**config.mk**
```make
export PLATFORM = sky130hd
export DESIGN_NAME = planar_pixel_shifter
export DESIGN_NICKNAME = d
export VERILOG_FILES = /design/src/rtl/pce_vdc_pkg.sv /design/src/rtl/plane_bit_reverse.sv /design/src/rtl/planar_pixel_shifter.sv
export SDC_FILE = /design/constraint.sdc
export NUM_CORES = 1
export LEC_CHECK = 0
export BUFFER_PORTS_ARGS = -buffer_cell sky130_fd_sc_hd__buf_4
export CAP_MARGIN = 20
export CORE_MARGIN = 4
export CORE_UTILIZATION = 57
export DETAILED_ROUTE_END_ITERATION = 7
export GPL_ROUTABILITY_DRIVEN = 0
export GPL_TIMING_DRIVEN = 0
export PLACE_DENSITY = 0.92
export SYNTH_ARGS = -nofsm -noshare
export SYNTH_HDL_FRONTEND = slang
export SYNTH_SLANG_ARGS = --single-unit
```
**constraint.sdc**
```tcl
create_clock -name clock -period 2.37 [get_ports clock]
set_input_delay 0.3555 -clock clock [delete_from_list [all_inputs] [get_ports clock]]
set_output_delay 0.3555 -clock clock [all_outputs]
set_load 0.05 [all_outputs]
```
**src/rtl/pce_vdc_pkg.sv**
```systemverilog
// Shared types and default geometry for the HuC6270 pixel path.
package pce_vdc_pkg;

  localparam int unsigned PLANES_DEF       = 4;
  localparam int unsigned PIX_PER_WORD_DEF = 8;

  typedef logic [PLANES_DEF-1:0] pix_idx_t;
  typedef logic [3:0]            palette_t;

endpackage

```
**src/rtl/plane_bit_reverse.sv**
```systemverilog
// Conditional per-plane bit reversal, applied to planar words as they are accepted.
module plane_bit_reverse
  import pce_vdc_pkg::*;
#(
  parameter int unsigned PLANES       = PLANES_DEF,
  parameter int unsigned PIX_PER_WORD = PIX_PER_WORD_DEF
) (
  input  logic                                     flip_i,
  input  logic [PLANES-1:0][PIX_PER_WORD-1:0]      planes_i,
  output logic [PLANES-1:0][PIX_PER_WORD-1:0]      planes_o
);

  always_comb begin
    planes_o = '0;
    for (int unsigned p = 0; p < PLANES; p++) begin
      for (int unsigned b = 0; b < PIX_PER_WORD; b++) begin
        planes_o[p][b] = flip_i ? planes_i[p][PIX_PER_WORD-1-b] : planes_i[p][b];
      end
    end
  end

endmodule

```
**src/rtl/planar_pixel_shifter.sv**
```systemverilog
// Double-buffered planar-to-index serialiser: holding word plus active shift register,
// one packed palette index per pix_en.
module planar_pixel_shifter
  import pce_vdc_pkg::*;
#(
  parameter int unsigned PLANES       = PLANES_DEF,
  parameter int unsigned PIX_PER_WORD = PIX_PER_WORD_DEF
) (
  input  logic                                clock,
  input  logic                                reset_N,
  input  logic                                flush,
  input  logic                                pix_en,
  input  logic                                in_valid,
  output logic                                in_ready,
  input  logic [PLANES-1:0][PIX_PER_WORD-1:0] in_planes,
  input  logic                                in_hflip,
  input  logic [3:0]                          in_palette,
  output logic                                out_valid,
  output logic [PLANES-1:0]                   out_index,
  output logic [3:0]                          out_palette,
  output logic                                out_last,
  output logic                                underrun
);

  localparam int unsigned    CW       = $clog2(PIX_PER_WORD);
  localparam logic [CW-1:0]  CNT_LAST = CW'(PIX_PER_WORD - 1);

  typedef logic [PLANES-1:0][PIX_PER_WORD-1:0] planes_t;

  planes_t       in_flipped;
  planes_t       hold_q, hold_d, act_q, act_d;
  palette_t      hold_pal_q, hold_pal_d, act_pal_q, act_pal_d;
  logic          hold_full_q, hold_full_d, act_full_q, act_full_d;
  logic [CW-1:0] cnt_q, cnt_d;
  logic          underrun_q, underrun_d;
  logic          accept, last_px, xfer;

  plane_bit_reverse #(
    .PLANES       (PLANES),
    .PIX_PER_WORD (PIX_PER_WORD)
  ) u_flip (
    .flip_i   (in_hflip),
    .planes_i (in_planes),
    .planes_o (in_flipped)
  );

  assign in_ready = !hold_full_q && !flush;
  assign accept   = in_valid && in_ready;
  assign last_px  = act_full_q && (cnt_q == CNT_LAST);
  // Refill on the last pixel's enable keeps consecutive words gap-free.
  assign xfer     = hold_full_q && (!act_full_q || (pix_en && last_px));

  always_comb begin
    hold_d      = hold_q;
    hold_pal_d  = hold_pal_q;
    hold_full_d = hold_full_q;
    act_d       = act_q;
    act_pal_d   = act_pal_q;
    act_full_d  = act_full_q;
    cnt_d       = cnt_q;
    underrun_d  = 1'b0;
    if (flush) begin
      hold_full_d = 1'b0;
      act_full_d  = 1'b0;
      cnt_d       = '0;
    end else begin
      underrun_d = pix_en && !act_full_q;
      if (xfer) begin
        act_d       = hold_q;
        act_pal_d   = hold_pal_q;
        act_full_d  = 1'b1;
        cnt_d       = '0;
        hold_full_d = 1'b0;
      end else if (pix_en && act_full_q) begin
        for (int unsigned p = 0; p < PLANES; p++) begin
          act_d[p] = {act_q[p][PIX_PER_WORD-2:0], 1'b0};
        end
        if (last_px) begin
          act_full_d = 1'b0;
          cnt_d      = '0;
        end else begin
          cnt_d = cnt_q + 1'b1;
        end
      end
      if (accept) begin
        hold_d      = in_flipped;
        hold_pal_d  = in_palette;
        hold_full_d = 1'b1;
      end
    end
  end

  always_ff @(posedge clock or negedge reset_N) begin
    if (!reset_N) begin
      hold_q      <= '0;
      hold_pal_q  <= '0;
      hold_full_q <= 1'b0;
      act_q       <= '0;
      act_pal_q   <= '0;
      act_full_q  <= 1'b0;
      cnt_q       <= '0;
      underrun_q  <= 1'b0;
    end else begin
      hold_q      <= hold_d;
      hold_pal_q  <= hold_pal_d;
      hold_full_q <= hold_full_d;
      act_q       <= act_d;
      act_pal_q   <= act_pal_d;
      act_full_q  <= act_full_d;
      cnt_q       <= cnt_d;
      underrun_q  <= underrun_d;
    end
  end

  always_comb begin
    out_index = '0;
    for (int unsigned p = 0; p < PLANES; p++) begin
      out_index[p] = act_full_q && act_q[p][PIX_PER_WORD-1];
    end
  end

  assign out_valid   = act_full_q;
  assign out_palette = act_pal_q;
  assign out_last    = last_px;
  assign underrun    = underrun_q;

endmodule

```
# After elaboration in Yosys (flattened, before gate mapping)
# Index checks and enable logic that the tools add are counted.
# totals
register_bits	78
latchBits	0
mem_bits_rw	0
romBits	0
in_bits	42
out_inout_bits	12
word_cells	86
memories	0
# op_classes
addsub	1
mul	0
div	0
n_lt_le_gt_ge	0
eq_ne	1
n_shift	0
n_mux	46
bitwise	1
reduce_logical	23
# ops
cell	count
$mux W32	2
$mux W1	40
$mux W3	4
$logic_and A1 B1 Y1	11
$reduce_bool A3 Y1	3
$reduce_and A2 Y1	4
$add A3 B1 Y3 const B	1
$eq A3 B3 Y1 const B	1
$logic_not A1 Y1	3
$reduce_bool A2 Y1	1
$logic_or A1 B1 Y1	1
$not A1 Y1	1

# Longest topological paths before layout
# depth
word_depth	8
depth_mapped	7
depth_no_buf	5

# Cells and area by module
# A second synthesis with hierarchy kept.
# hier_totals
hier_cells	303
hier_area_um2	4127.7
# modules_own_cells
module	n_inst	cells_per_inst	area_per_inst_um2	seq_area_each_um2
planar_pixel_shifter	1	267	3583.4	1951.9
plane_bit_reverse	1	36	544.3	0.0

# Worst setup path before layout
# No wires, ideal clock.
# synth_path
kind	register -> output
startpoint	register act_full_q, in the netlist out_valid
endpoint	output port out_index[0]
t_arrival_ns	1.410
required_time_ns	2.014
path_slack_ns	0.605
stages_incl_launch_ff	3
path_buffers	1
cell_sequence	dfrtp_1 clkbuf_1 and2_1
# synth_between
elab_chain_len	1
# synth_lines
element	line_no	rtl
start, declared	planar_pixel_shifter.sv:33	logic hold_full_q, hold_full_d, act_full_q, act_full_d;
start signal, assigned	planar_pixel_shifter.sv:109	act_full_q <= act_full_d;
$logic_and A1 B1 Y1	planar_pixel_shifter.sv:118	out_index[p] = act_full_q && act_q[p][PIX_PER_WORD-1];
end, declared	planar_pixel_shifter.sv:19	output logic [PLANES-1:0] out_index,
# Every way passes these cells.

# Final worst setup path
# layout_path
startpoint	register cnt_q[0]
endpoint	register act_q[10] (netlist bit)
# layout_between
elab_chain_len	7
word_cells_on_any_way	8
classes_between	eq/ne (1); mux (1); reduce/logical (6)
# layout_lines
element	line_no	rtl
start, declared	planar_pixel_shifter.sv:34	logic [CW-1:0] cnt_q, cnt_d;
start signal, assigned	planar_pixel_shifter.sv:110	cnt_q <= cnt_d;
$eq A3 B3 Y1 *	planar_pixel_shifter.sv:49	assign last_px = act_full_q && (cnt_q == CNT_LAST);
$logic_and A1 B1 Y1 *	planar_pixel_shifter.sv:49	
$logic_and A1 B1 Y1 *	planar_pixel_shifter.sv:51	assign xfer = hold_full_q && (!act_full_q || (pix_en && last_px));
$logic_or A1 B1 Y1 *	planar_pixel_shifter.sv:51	
$logic_and A1 B1 Y1 *	planar_pixel_shifter.sv:51	
$reduce_bool A2 Y1 (no line)	--	
$reduce_and A2 Y1 (no line)	--	
end signal, assigned	planar_pixel_shifter.sv:107	act_q <= act_d;
end, declared	planar_pixel_shifter.sv:31	planes_t hold_q, hold_d, act_q, act_d;
# Mark *: on every way between the ends. The rest lies on a longest branch, timed or not.
# A chain may end at the register's enable or synchronous reset.

==> results.toml <==
[run_status]
run_status = "completed"

[placement]
dp.cells = 468
hpwl_mm = 6.45
numPortBuffers = 51

[floorplan]
start_util_pct = 59.0
die_w_microns = 89.1
die-area_sq_mm = 0.00794
ios = 54
core.rowCount = 29
die_h_microns = 89.1
core_area_sq_mm = 0.00635

[logic_synthesis]
syn_inst = 340
synth_top_family_by_area = "compound AO/OA/AOI/OAI gates"
synth.net_count = 384
yosysUniqueCellTypes = 32
synth_fa_ha_area_share_pct = 0.668
synthTopCellsByArea = "dfrtp_1 (52%), mux2i_1 (8.5%), a2bb2oi_1 (6.5%)"
synth_ff_type = "dfrtp_1"
synth_xor_area_share_pct = 0
ys_warn_count = 0
syn_area_sq_mm = 0.00375
synth-simple-area-share_pct = 7.45
synth-async-reset-ratio_pct = 100
syn_avg_cell_area_sq_um = 11.0
post-synth-top-area-fraction_pct = 52.1
synth_compound_area_share_pct = 23.5
synth-seq-cells = 78
synth_mux_area_share_pct = 11.3
yosysTopAreaCell = "dfrtp_1"
ys_seq_area_share_pct = 52.1
synth_edf_count = 0

[pwr]
leakage_uw = 0.00197
peakVddDrop_uv = 582
power.density_mw_per_mm2 = 923

[global_routing]
grtUsageTotal_pct = 28.0
antenna_found_initial = 0
grt_first_pass_wirelength_mm = 16.8
grt_pass1_vias = 3364
grt_overflow = 0
grt_max_degree = 79

[critical_path]
reg2reg_depth = 6
r2r_slack_ps = 290
cp.required_ps = 2600
worst_ep_arrival_time_ps = 2310
cp_max_fo = 10
end_kind = "flop"
r2r_end = "act_q[10]"
r2r-start = "cnt_q[0]"
startpoint_type = "flop"
critPathKind = "flop to flop"

[drt]
drc = 0
wl_per_cell_microns = 20.7
drt_first_pass_iters = 5
wl_mm = 10.0
route.antenna.remaining_nets = 0
dr_total_vias = 3198
drt_iter0_drc = 330
post_drt_via_cell_ratio = 6.61

[cts]
cts_made_buffers = 9
clock-root-buffer = "clkbuf_8"
clkSinkCount = 78
h-tree-depth = 3
cts_tree = "done"
max-clock-path-buffers = 2
cts_setup_buffers = 0
worstSkewPairLatency_ps = 360
clk_pin_slew_ps = 80
cts_resized = 0
cts_hold_repair.buffers = 0

[finish]
nets = 446
area_delta_synth_final_pct = 19.5
drive_above_1_share_pct = 26.3
final_cell_count_no_fill = 484
nFillCells = 430
antenna_cells = 0

[timing]
max_slew_margin_pct = 35.9
fin_crit_ps = 2080
hold_violations = 0
worst_slew_pin_slew_ps = 961
slew_viol_final = 0
skew_ps = 10.2
timing.setup.tns_ps = 0
fin_crit_sh_pct = 87.7
rsz0062_at_grt = "false"
setup_viol_count_final = 0
max_freq_ghz = 0.481

[job]
max_cap_viol_count = 0

[min_path]
min_path_type = "input pin to asynchronous set/reset pin"
-- cells in the mapped netlist, types with 2 or more instances --
library cell	count
mux2i_1	32
nor2_1	34
a22o_1	4
nand2_1	4
o21ai_1	2
mux2_2	8
nor2b_1	2
nor3b_1	2
a2bb2oi_1	28
ha_1	2
clkbuf_1	9
buf_6	3
or2_2	2
buf_1	2
buf_2	20
a21oi_1	35
dfrtp_1	78
o21ai_0	28
and2_1	5
a311oi_1	28
-- kinds of logic after synthesis --
kind of cell,count (synthesis)
DFF,78
adders and majority gates,2
AOI/OAI and AO/OA,128
buffers and inverters,36
muxes,41
and+or+nand+nor,55
-- cells in the final DEF, fill, tap and decap left out, types with 3 or more instances in the layout --
cell	instances
dfrtp_1	78
buf_4	52
a21oi_1	35
nor2_1	34
mux2i_1	32
a311oi_1	28
o21ai_0	28
a2bb2oi_1	28
buf_2	20
clkbuf_8	14
clkbuf_1	9
mux2_2	8
and2_1	5
nand2_1	4
a22o_1	4
buf_6	3
-- critical path, cell delays in order (launching register included) --
cell       delay, ps
dfrtp_1          410
ha_1             210
ha_1             240
a21bo_2          270
clkbuf_1         260
a311oi_1         410
a2bb2oi_1        140
-- area by class of cell --
class | instances | area [sq um] | area share [%]
sequential | 78 | 1950 | 43.6
multi-input combinational | 226 | 1610 | 35.9
timing repair buffer | 51 | 383 | 8.55
clock buffer | 14 | 193 | 4.30
buffer | 35 | 183 | 4.08
tap | 77 | 96.3 | 2.15
clock inverter | 2 | 60.1 | 1.34
inverter | 1 | 3.75 | 0.0838
-- power by group --
group          internal, uW  total (uW)  switching [uW]
Sequential             1670        1900             222
Combinational           451        1010             556
Clock                   738        1230             492
Total                  2860        4130            1270
-- per-layer routing --
metal  track usage (%)  vias up  share of wire, %
li1                  -     1389                 -
met1              36.6     1575                39
met2              43.8      184                49
met3              6.64       50               7.9
met4              14.1        0               4.0
met5                 0        -                 0
-- sequential cells by signal, indices dropped and copies added, names as in the netlist --
name / flops
hold_q: 32
out_palette: 4
cnt_q: 3
underrun: 1
hold_full_q: 1
hold_pal_q: 4
act_q: 32
out_valid: 1
-- worst max-delay path by stage --
| stage | from | endpoint | slack (ps) | cells after the start |
|---|---|---|---|---|
| floorplan | out_valid | out_index[0] | 600 | 2 |
| detailed placement | cnt_q[0] | act_q[10] | 380 | 6 |
| global placement | cnt_q[0] | act_q[10] | 510 | 6 |
| CTS | cnt_q[0] | act_q[12] | 340 | 6 |
| finish | cnt_q[0] | act_q[10] | 290 | 6 |
| global route | cnt_q[0] | act_q[12] | 200 | 6 |
-- stage by stage --
step	worst slack [ps]	util (%)	power [uW]	cell area, sq um	hold WS, ps
2_1_floorplan	605	-	2540	3750	59.9
3_3_place_gp	508	66.6	2830	4230	477
3_5_place_dp	377	66.6	2890	4230	479
4_1_cts	344	70.5	4120	4480	175
5_1_grt	201	70.5	4320	4480	215
6_report	292	70.5	4130	4480	136
No activity file was read; power rests on OpenSTA's default activity.
